==> src/rtl/mc_core.sv <==
// Multi-cycle 16-bit core: FETCH/DECODE/EXEC/MEM/HALT sequencing over a single
// request/acknowledge memory port shared by instruction and data accesses.
module mc_core #(
  parameter int ADDR_W   = 16,
  parameter int NREGS    = 16,
  parameter int RESET_PC = 0
) (
  input  logic              clk,
  input  logic              reset,
  output logic              mem_req,
  output logic              mem_we,
  output logic              mem_ispace,
  output logic [ADDR_W-1:0] mem_addr,
  output logic [15:0]       mem_wdata,
  input  logic [15:0]       mem_rdata,
  input  logic              mem_ack,
  output logic              halt,
  output logic [7:0]        halt_code,
  output logic [31:0]       retired
);
  localparam int RI_W = (NREGS > 2) ? $clog2(NREGS) : 1;

  localparam logic [2:0] S_FETCH  = 3'd0;
  localparam logic [2:0] S_DECODE = 3'd1;
  localparam logic [2:0] S_EXEC   = 3'd2;
  localparam logic [2:0] S_MEM    = 3'd3;
  localparam logic [2:0] S_HALT   = 3'd4;

  logic [2:0]        r_state;
  logic [ADDR_W-1:0] r_pc;
  logic [15:0]       r_ir;
  logic [15:0]       r_regs [NREGS];
  logic              r_mem_req;
  logic              r_halt;
  logic [7:0]        r_halt_code;
  logic [31:0]       r_retired;

  logic [3:0]        w_op0, w_op1, w_ra, w_rb;
  logic [7:0]        w_imm8;
  logic [RI_W-1:0]   w_ra_idx, w_rb_idx;
  logic [15:0]       w_rav, w_rbv;
  logic              w_legal, w_use_ra, w_use_rb, w_wr, w_pc_ld, w_is_mem, w_is_trap;
  logic              w_illegal;
  logic [15:0]       w_wr_val;
  logic [ADDR_W-1:0] w_pc_val;

  function automatic logic reg_ok(input logic [3:0] idx);
    return ({28'd0, idx} < 32'(NREGS));
  endfunction

  assign w_op0    = r_ir[15:12];
  assign w_op1    = r_ir[11:8];
  assign w_rb     = r_ir[7:4];
  assign w_ra     = r_ir[3:0];
  assign w_imm8   = r_ir[11:4];
  assign w_ra_idx = w_ra[RI_W-1:0];
  assign w_rb_idx = w_rb[RI_W-1:0];
  assign w_rav    = r_regs[w_ra_idx];
  assign w_rbv    = r_regs[w_rb_idx];

  always_comb begin
    w_legal   = 1'b0;
    w_use_ra  = 1'b0;
    w_use_rb  = 1'b0;
    w_wr      = 1'b0;
    w_wr_val  = w_rav;
    w_pc_ld   = 1'b0;
    w_pc_val  = r_pc;
    w_is_mem  = 1'b0;
    w_is_trap = 1'b0;
    case (w_op0)
      4'h0: begin
        if (w_op1 == 4'h0) begin
          w_legal   = 1'b1;
          w_is_trap = 1'b1;
        end else if (w_op1 == 4'h1) begin
          w_legal  = 1'b1;
          w_use_ra = 1'b1;
          w_pc_ld  = 1'b1;
          w_pc_val = ADDR_W'(w_rav);
        end
      end
      4'h4: begin
        w_legal  = (w_op1 <= 4'h1);
        w_use_ra = 1'b1;
        w_use_rb = 1'b1;
        w_is_mem = 1'b1;
      end
      4'h5: begin
        case (w_op1)
          4'h0: begin w_legal = 1'b1; w_use_rb = 1'b1; w_wr_val = w_rav & w_rbv; end
          4'h1: begin w_legal = 1'b1; w_use_rb = 1'b1; w_wr_val = w_rav | w_rbv; end
          4'h2: begin w_legal = 1'b1; w_use_rb = 1'b1; w_wr_val = w_rav ^ w_rbv; end
          4'h3: begin w_legal = 1'b1; w_wr_val = ~w_rav; end
          default: ;
        endcase
        w_use_ra = 1'b1;
        w_wr     = w_legal;
      end
      4'h7: begin
        case (w_op1)
          4'h0: begin w_legal = 1'b1; w_use_rb = 1'b1; w_wr_val = w_rav + w_rbv; end
          4'h1: begin w_legal = 1'b1; w_use_rb = 1'b1; w_wr_val = w_rav - w_rbv; end
          4'h2: begin w_legal = 1'b1; w_wr_val = 16'd0 - w_rav; end
          default: ;
        endcase
        w_use_ra = 1'b1;
        w_wr     = w_legal;
      end
      4'hB: begin
        w_legal  = 1'b1;
        w_use_ra = 1'b1;
        w_wr     = 1'b1;
        w_wr_val = {{8{w_imm8[7]}}, w_imm8};
      end
      4'hE, 4'hF: begin
        // pc already holds the incremented value when EXEC evaluates the branch
        w_legal  = 1'b1;
        w_use_ra = 1'b1;
        w_pc_ld  = ((w_rav == 16'd0) == (w_op0 == 4'hE));
        w_pc_val = r_pc + ADDR_W'($signed(w_imm8));
      end
      default: ;
    endcase
  end

  assign w_illegal = !w_legal || (w_use_ra && !reg_ok(w_ra)) || (w_use_rb && !reg_ok(w_rb));

  assign mem_req    = r_mem_req;
  assign mem_we     = (r_state == S_MEM) && (w_op1 == 4'h1);
  assign mem_ispace = (r_state != S_MEM);
  assign mem_addr   = (r_state == S_MEM) ? ADDR_W'(w_rbv) : r_pc;
  assign mem_wdata  = w_rav;
  assign halt       = r_halt;
  assign halt_code  = r_halt_code;
  assign retired    = r_retired;

  // FETCH with r_mem_req low is the post-reset pending state: the request rises
  // on the first edge after release, so a stray ack before that is ignored.
  always_ff @(posedge clk or posedge reset) begin
    if (reset) begin
      r_state     <= S_FETCH;
      r_pc        <= ADDR_W'(RESET_PC);
      r_ir        <= 16'd0;
      r_mem_req   <= 1'b0;
      r_halt      <= 1'b0;
      r_halt_code <= 8'd0;
      r_retired   <= 32'd0;
      for (int i = 0; i < NREGS; i++) r_regs[i] <= 16'd0;
    end else begin
      case (r_state)
        S_FETCH: begin
          if (!r_mem_req) begin
            r_mem_req <= 1'b1;
          end else if (mem_ack) begin
            r_ir      <= mem_rdata;
            r_mem_req <= 1'b0;
            r_state   <= S_DECODE;
          end
        end
        S_DECODE: begin
          r_pc    <= r_pc + 1'b1;
          r_state <= S_EXEC;
        end
        S_EXEC: begin
          if (w_illegal || w_is_trap) begin
            r_halt_code <= w_illegal ? 8'hFF : r_ir[7:0];
            r_halt      <= 1'b1;
            r_state     <= S_HALT;
          end else if (w_is_mem) begin
            r_mem_req <= 1'b1;
            r_state   <= S_MEM;
          end else begin
            if (w_wr) r_regs[w_ra_idx] <= w_wr_val;
            if (w_pc_ld) r_pc <= w_pc_val;
            r_retired <= r_retired + 32'd1;
            r_mem_req <= 1'b1;
            r_state   <= S_FETCH;
          end
        end
        S_MEM: begin
          if (mem_ack) begin
            if (w_op1 == 4'h0) r_regs[w_ra_idx] <= mem_rdata;
            r_retired <= r_retired + 32'd1;
            r_state   <= S_FETCH;
          end
        end
        default: ;
      endcase
    end
  end
endmodule

==> config.mk <==
export PLATFORM = sky130hd
export DESIGN_NAME = mc_core
export DESIGN_NICKNAME = d
export VERILOG_FILES = /design/src/rtl/mc_core.sv
export SDC_FILE = /design/constraint.sdc
export NUM_CORES = 1
export LEC_CHECK = 0
export ABC_AREA = 1
export BUFFER_PORTS_ARGS = -buffer_cell sky130_fd_sc_hd__buf_2
export CAP_MARGIN = 20
export CORE_ASPECT_RATIO = 1.5
export CORE_MARGIN = 10
export CORE_UTILIZATION = 59
export CTS_BUF_LIST = sky130_fd_sc_hd__clkbuf_2 sky130_fd_sc_hd__clkbuf_4 sky130_fd_sc_hd__clkbuf_8
export DETAILED_ROUTE_END_ITERATION = 6
export PLACE_DENSITY = 0.8
export SLEW_MARGIN = 20
export SYNTH_ARGS = -nofsm -noshare
export SYNTH_HDL_FRONTEND = slang
export SYNTH_SLANG_ARGS = --single-unit
==> constraint.sdc <==
create_clock -name clk -period 11.3 [get_ports clk]
set_input_delay 2.26 -clock clk [delete_from_list [all_inputs] [get_ports clk]]
set_output_delay 2.26 -clock clk [all_outputs]
set_load 0.005 [all_outputs]
==> results by group, run 1 <==
Finish
  • Final non-filler cell total: 3915
  • Area growth syn-to-layout: 8.53%
  • Share of cells above drive strength 1: 0.100
  • Nets: 3470

Place
  • Placed insts: 3816
  • Port bufs: 94
  • Detail Placement HPWL: 57200 µm
  • Final GP Congestion: 1.01

Worst setup path
  • Slowest cell on crit path: buf_4
  • Critical Path RT: 11.82 ns
  • Crit-path max FO: 51
  • Crit path buf inv count: 4
  • Crit path DAT: 7.05 ns
  • Cell family with most CP delay: simple AND/OR/NAND/NOR gates
  • CP Class: flip-flop to flip-flop
  • R2R depth: 29
  • Crit-path most repeated cell: nand2_1
  • Critical path startpoint category: flip-flop
  • Crit end category: flip-flop
  • Crit path largest cell delay: 0.61 ns
  • Number of cells on the critical path: 29

Logic synthesis
  • Area share of the largest cell type after synthesis: 0.368
  • Synth Area per Inst: 6.74 µm²
  • Cells after synthesis: 3356
  • Top cells by area, synth: dfrtp_1, nand2_1, nand3_1
  • Unique cell type count in the Yosys netlist: 54
  • Synthesized area: 0.0226 mm²
  • #FFs+latches synth: 333
  • Synthesized net count: 3444
  • Seq/Total Area, Yosys: 0.368
  • Synth warnings: 0
  • Cell taking the most area after synthesis: dfrtp_1

Clock network
  • Worst-Skew Late Latency: 0.65 ns
  • Post-CTS resize count: 0
  • # hold bufs at CTS: 0
  • CTS tree: yes
  • Clock Tree Root: clkbuf_8
  • Clock sink count: 333
  • Maximum clock path buffer count: 3
  • CTS clock-pin slew for the worst setup and hold paths: 0.07 ns
  • Num CTS Buffers: 51
  • Setup repair bufs after CTS: 0
  • H-tree levels: 2

Die
  • Chip width: 180 µm
  • Core box area: 0.0378 mm²
  • Io pins: 95
  • Starting Density: 0.599
  • Die area: 0.0468 mm²
  • Die Span Y: 260 µm
  • # rows: 87

Global routing
  • Pin count of the biggest net entering global routing: 154
  • Total gr overflow: 0
  • First-pass GRT wire length: 130000 µm
  • Vias in the first global route: 23.5k
  • Total GRT Usage: 0.348
  • Initial antenna violation count: 0

Routing
  • Antenna Violating Nets Remaining: 0
  • Post-DR wirelength/cell: 21.6 µm
  • First drt pass iteration count: 7
  • WL final: 84500 µm
  • DRC violations left: 12
  • DR vias: 24.3k
  • Via/cell ratio: 6.20
  • 1st-iter DRT viols: 3154

Flow run
  • Maxcap violations: 0

Timing
  • Tmin final: 6.52 ns
  • Final setup violation count: 0
  • Slew @ Worst Pin: 1.13 ns
  • Setup TNS: 0 ns
  • Fmax: 0.153 GHz
  • Slew margin rel.: 0.249
  • Post-Route Skew: 0.0344 ns
  • Final Cycle Share: 0.577
  • WHS: 0.476 ns
  • RSZ-0062 raised after global routing: false
  • Fin. max-slew vios: 0
  • Hold Fails Final Rpt: 0

Outcome
  • Violated checks: design-rule violations
  • Status: finished with violations

Power
  • Pwr dens: 347 mW/mm²
  • Peak supply drop: 276 µV
  • Static leakage: 12.7 nW

Min path
  • Worst Hold Class: flip-flop to flip-flop
  • Hold path cells: 1
==> registers in the layout, summed over array words and instances, names as in the netlist <==
| register | count |
|---|---|
| halt | 1 |
| halt_code | 8 |
| mem_req | 1 |
| r_ir | 16 |
| r_pc | 16 |
| r_regs | 256 |
| r_state | 3 |
| retired | 32 |
==> layout by cell type (no fill, tap or decap), drive strengths merged, types with 9 or more instances in the layout <==
master    Yosys  layout
a21oi        85      85
a221oi       24      24
a22oi        13      13
a31oi        13      13
buf          87     143
clkbuf       83      66
clkinv       11      24
clkinvlp      0      10
dfrtp       333     333
ha           67      67
inv         285     286
nand2      1273    1273
nand3       243     243
nand4        16      16
nor2        318     318
nor3         15      15
o211ai       39      39
o21ai       241     241
o21bai        9       9
o22ai        84      84
or2           9       9
xnor2        16      16
xor2         49      49
==> where the power goes <==
group          internal [mW]  switching (mW)  total (mW)
Sequential              1.56           0.341        1.90
Clock                  0.661           0.544        1.20
Combinational           1.56            3.86        5.42
==> Yosys cell counts, drive strengths merged <==
master	n
dfrtp	333
a31oi	13
or2	9
nand3	243
o211a	1
fa	2
nand3b	5
nand4	16
a2bb2oi	1
clkbuf	83
o211ai	39
o21bai	9
o21ai	241
xor2	49
nand2	1273
nor4	4
a22oi	13
o32ai	2
xnor2	16
o21a	6
buf	87
nor2	318
a32oi	1
o22ai	84
clkinv	11
and3	1
a21oi	85
o221ai	7
a21boi	2
a32o	1
o2111ai	4
a211oi	4
inv	285
a221oi	24
nor3	15
or4	1
ha	67
nor4b	1
==> worst register-to-register path, delay by kind of cell (launching register included) <==
family	cells	cell delay [ns]
compound gates	5	1.49
xor+xnor	1	0.17
fa+ha+maj	1	0.30
buf+inv	4	1.73
flops	1	0.34
simple gates	18	2.36
==> cell families (layout without fill, tap and decap cells) <==
| kind of cell | Yosys count | count (layout) | share of synthesized area |
|---|---|---|---|
| DFF | 333 | 333 | 0.368 |
| other | 0 | 1 | 0 |
| adders and majority gates | 69 | 69 | 0.0388 |
| AOI/OAI and AO/OA | 537 | 537 | 0.142 |
| and+or+nand+nor | 1886 | 1886 | 0.341 |
| xor gates and xnor gates | 65 | 65 | 0.0252 |
| buffers and inverters | 466 | 535 | 0.0857 |
==> final cells by class <==
type	instances	area, µm²
Fill cell	3380	13200
Multi-Input combinational cell	2557	12400
Sequential cell	333	8340
Inverter	296	1120
Clock buffer	66	877
Timing Repair Buffer	143	871
Tap cell	489	612
Clock inverter	30	357
Antenna cell	1	2.50
==> path summary, 6_finish.rpt <==
| kind | to | from | slack [ns] |
|---|---|---|---|
| min in group asynchronous | r_state[1] | reset | 1.72 |
| min reg2reg | halt | halt | 0.48 |
| max reg2reg | r_regs[239] | r_ir[5] | 4.78 |
| max in group asynchronous | r_regs[8] | reset | 7.35 |
| max | r_regs[239] | r_ir[5] | 4.78 |
| min | halt | halt | 0.48 |
==> metrics by stage <==
step | total power, mW | setup WS [ns] | util | cell area, µm²
2_1_floorplan | 5.51 | 4.59 | - | 22600
3_3_place_gp | 7.02 | 5.13 | 0.616 | 23300
3_5_place_dp | 7.12 | 5.04 | 0.617 | 23300
4_1_cts | 8.34 | 5.01 | 0.649 | 24500
5_1_grt | 9.06 | 4.49 | 0.650 | 24600
6_report | 8.52 | 4.78 | 0.650 | 24600
==> per-layer routing <==
metal  track usage  routed length [µm]  up-vias
met5             0                   0        -
met4         0.277                7380        0
met3        0.0610                8360      483
met2         0.583               39600     1616
met1         0.386               29200    11300
li1              -                   -    10900
Note: power is estimated with default switching activity, not from simulation.
==> inputs of run 2 (changes only) <==
--- a/config.mk
+++ b/config.mk
@@ -5,15 +5,15 @@
 export SDC_FILE = /design/constraint.sdc
 export NUM_CORES = 1
 export LEC_CHECK = 0
-export ABC_AREA = 1
+export ABC_AREA = 0
 export BUFFER_PORTS_ARGS = -buffer_cell sky130_fd_sc_hd__buf_2
 export CAP_MARGIN = 20
 export CORE_ASPECT_RATIO = 1.5
 export CORE_MARGIN = 10
-export CORE_UTILIZATION = 59
+export CORE_UTILIZATION = 58
 export CTS_BUF_LIST = sky130_fd_sc_hd__clkbuf_2 sky130_fd_sc_hd__clkbuf_4 sky130_fd_sc_hd__clkbuf_8
 export DETAILED_ROUTE_END_ITERATION = 6
-export PLACE_DENSITY = 0.8
+export PLACE_DENSITY = 0.79
 export SLEW_MARGIN = 20
 export SYNTH_ARGS = -nofsm -noshare
 export SYNTH_HDL_FRONTEND = slang
==> constraint.sdc (replaced) <==
create_clock -name clk -period 5.81 [get_ports clk]
set_input_delay 1.162 -clock clk [delete_from_list [all_inputs] [get_ports clk]]
set_output_delay 1.162 -clock clk [all_outputs]
set_load 0.005 [all_outputs]
==> run 2 against run 1 <==
  * The run now ends clean
  * Final area is 5.1% lower
  * Register-to-register slack worse by 4.5 ns
  * Sequential share of layout area up 1.8 points
  * Combinational power about the same
  * Largest cell class unchanged
==> results by group, run 2 <==
Finish
  • Layout Utilization: 0.649 (was 0.650)
  • Largest Register: r_regs (unchanged)
  • Flip-flop count of the largest register after layout: 256 (unchanged)
  • Area growth syn-to-layout: 10.6% (was 8.53%)
  • Share of cells above drive strength 1: 0.232 (was 0.100)
  • Final non-filler cell total: 2686 (was 3915)
  • Most common cell after layout, fill and taps aside: nand2_1 (unchanged)
  • Commonest non-fill, non-tap cells in the layout: nand2_1, dfrtp_1, o21ai_0 (was nand2_1, dfrtp_1, nor2_1)
  • Fin area: 0.0233 mm² (was 0.0246 mm²)
  • Nets: 2260 (was 3470)

Worst setup path
  • RR Startpoint: r_ir[6] (was r_ir[5])
  • Crit path DAT: 5.98 ns (was 7.05 ns)
  • Cell Chain, Critical Path: buf_4, mux4_2, a22o_1, a221oi_1, inv_1, nor2_1, and2_1, nor2_1, xnor2_1, ha_1, o21ai_0, nand2b_1, o31a_1, a31o_2, nand3_1, a21oi_1, a32o_1, a221oi_2, buf_4, o31ai_1
  • Crit end category: flip-flop (unchanged)
  • Reg-to-reg setup timing slack: 0.27 ns (was 4.78 ns)
  • Crit path largest cell delay: 0.78 ns (was 0.61 ns)
  • Crit-path max FO: 23 (was 51)
  • Critical path startpoint category: flip-flop (unchanged)
  • Reg2reg end: r_regs[93] (was r_regs[239])
  • Slowest cell on crit path: dfrtp_2 (was buf_4)
  • R2R depth: 20 (was 29)
  • CP Class: flip-flop to flip-flop (unchanged)
  • Critical Path RT: 6.25 ns (was 11.82 ns)

Clock network
  • Maximum clock path buffer count: 3 (unchanged)
  • Clock sink count: 333 (unchanged)
  • H-tree levels: 2 (unchanged)
  • Setup repair bufs after CTS: 0 (unchanged)
  • Num CTS Buffers: 51 (unchanged)
  • # hold bufs at CTS: 0 (unchanged)
  • CTS tree: yes (unchanged)
  • Post-CTS resize count: 0 (unchanged)
  • CTS clock-pin slew for the worst setup and hold paths: 0.06 ns (was 0.07 ns)
  • Worst-Skew Late Latency: 0.62 ns (was 0.65 ns)
  • Clock Tree Root: clkbuf_8 (unchanged)

Timing
  • Fin. max-slew vios: 0 (unchanged)
  • RSZ-0062 raised after global routing: false (unchanged)
  • Slew @ Worst Pin: 1.22 ns (was 1.13 ns)
  • Slew margin rel.: 0.185 (was 0.249)
  • Tmin final: 5.54 ns (was 6.52 ns)
  • Final Cycle Share: 0.954 (was 0.577)
  • Setup TNS: 0 ns (unchanged)
  • Post-Route Skew: 0.0293 ns (was 0.0344 ns)
  • Hold Fails Final Rpt: 0 (unchanged)
  • Final setup violation count: 0 (unchanged)
  • WHS: 0.473 ns (was 0.476 ns)
  • Fmax: 0.181 GHz (was 0.153 GHz)

Logic synthesis
  • Fraction of registers with async set/reset: 1.00 (unchanged)
  • Most used DFF post-synth: dfrtp_1 (unchanged)
  • Top cells by area, synth: dfrtp_1, mux4_2, nand2_1 (was dfrtp_1, nand2_1, nand3_1)
  • Synthesized net count: 2165 (was 3444)
  • Area share of the largest cell type after synthesis: 0.395 (was 0.368)
  • Number of synthesized flops with an enable pin: 0 (unchanged)
  • Synthesized area: 0.0211 mm² (was 0.0226 mm²)
  • Top post-synthesis cells by count: nand2_1, dfrtp_1, o21ai_0 (was nand2_1, dfrtp_1, nor2_1)
  • Seq/Total Area, Yosys: 0.395 (was 0.368)
  • Synth warnings: 0 (unchanged)
  • Cells after synthesis: 2077 (was 3356)
  • Unique cell type count in the Yosys netlist: 82 (was 54)
  • Most numerous cell in the Yosys netlist: nand2_1 (unchanged)
  • #FFs+latches synth: 333 (unchanged)
  • Synth Area per Inst: 10.1 µm² (was 6.74 µm²)
  • Cell taking the most area after synthesis: dfrtp_1 (unchanged)

Die
  • Core box area: 0.0359 mm² (was 0.0378 mm²)
  • Die Span Y: 253 µm (was 260 µm)
  • Starting Density: 0.586 (was 0.599)
  • Die area: 0.0445 mm² (was 0.0468 mm²)
  • Chip width: 176 µm (was 180 µm)
  • Io pins: 95 (unchanged)
  • # rows: 85 (was 87)

Routing
  • First drt pass iteration count: 6 (was 7)
  • Antenna Violating Nets Remaining: 0 (unchanged)
  • DRC violations left: 0 (was 12)
  • 1st-iter DRT viols: 1872 (was 3154)
  • Via/cell ratio: 6.79 (was 6.20)
  • WL final: 69600 µm (was 84500 µm)
  • Post-DR wirelength/cell: 25.9 µm (was 21.6 µm)
  • DR vias: 18.2k (was 24.3k)

Global routing
  • Grt peak-use layer: met2 (unchanged)
  • First-pass GRT wire length: 107000 µm (was 130000 µm)
  • Initial antenna violation count: 1 (was 0)
  • Total gr overflow: 0 (unchanged)
  • Total GRT Usage: 0.308 (was 0.348)
  • Grt met1 use: 0.350 (was 0.386)
  • Vias in the first global route: 18.4k (was 23.5k)
  • Pin count of the biggest net entering global routing: 136 (was 154)
  • Met3 Use GR: 0.0545 (was 0.0610)
  • Met2 usage: 0.518 (was 0.583)

Place
  • Final GP Congestion: 1.02 (was 1.01)
  • Placement Cell Area: 0.0222 mm² (was 0.0233 mm²)
  • Placed insts: 2596 (was 3816)
  • Detail Placement HPWL: 49600 µm (was 57200 µm)
  • Port bufs: 94 (unchanged)

Outcome
  • Status: completed (was finished with violations)

Power
  • Peak supply drop: 207 µV (was 276 µV)
  • Pwr dens: 450 mW/mm² (was 347 mW/mm²)
  • Static leakage: 10.5 nW (was 12.7 nW)

Min path
  • Hold path endpoint: halt (unchanged)
  • Hold path start: halt (unchanged)
  • Worst Hold Class: flip-flop to flip-flop (unchanged)
  • Hold path cells: 1 (unchanged)

Flow run
  • Maxcap violations: 0 (unchanged)
[run 2: changes by cell type after synthesis, sizes merged, moves of 36 or more]
| cell | delta |
|---|---|
| nand3 | -198 |
| mux2 | +69 |
| mux4 | +131 |
| buf | -42 |
| xnor2 | +43 |
| nor2 | -198 |
| inv | -230 |
| o31ai | +36 |
| o22ai | -77 |
| nand2 | -933 |
[run 2: critical path: cells and delay by family (launching register included)]
family / cells / cell delay (ns)
AOI/OAI and AO/OA: 9 / 2.05
buffers and inverters: 3 / 0.87
muxes: 1 / 0.35
and+or+nand+nor: 5 / 0.77
DFF: 1 / 0.78
xor gates and xnor gates: 1 / 0.16
adders and majority gates: 1 / 0.34
[run 2: worst max-delay path by stage]
stage                        from           to  slack, ns  cells past startpoint
final                     r_ir[6]   r_regs[93]       0.27                     20
after global routing      r_ir[6]   r_regs[93]       0.02                     20
after CTS                 r_ir[4]   r_regs[93]       0.35                     20
after detailed placement  r_ir[4]  r_regs[221]       0.38                     20
after global placement    r_ir[4]  r_regs[191]       0.41                     20
after floorplan             reset         halt       0.20                      1
[run 2: kinds of logic after synthesis]
kind of cell | share of synthesized area
xor+xnor | 0.0324
compound gates | 0.171
mux | 0.185
fa+ha+maj | 0.0417
simple gates | 0.131
flops | 0.395
buf+inv | 0.0432
[run 2: where the power goes]
part	leakage, nW	internal [mW]	switching, mW
clock	0.570	1.10	0.950
sequential	4.53	2.52	0.512
combinational	5.39	2.10	3.30
total	10.5	5.72	4.77
[run 2: layer usage]
metal / share of wire / routed length (µm)
met1: 0.34 / 24000
met4: 0.077 / 5330
met5: 0 / 0
met2: 0.49 / 34000
met3: 0.092 / 6380
[run 2: through the flow]
step | power (mW) | setup slack (ns)
after CTS | 10.4 | 0.350
after detailed placement | 8.31 | 0.376
final | 10.5 | 0.270
after global routing | 11.0 | 0.0171
after global placement | 8.26 | 0.410
after floorplan | 6.67 | 0.199
[run 2: cell type report]
class | instances | area, µm²
Clock inverter | 8 | 46.3
Inverter | 55 | 210
Timing Repair Buffer | 188 | 1230
Fill cell | 2910 | 12600
Multi-Input combinational cell | 1543 | 11900
Antenna cell | 1 | 2.50
Sequential cell | 333 | 8350
Tap cell | 478 | 598
Clock buffer | 80 | 1010
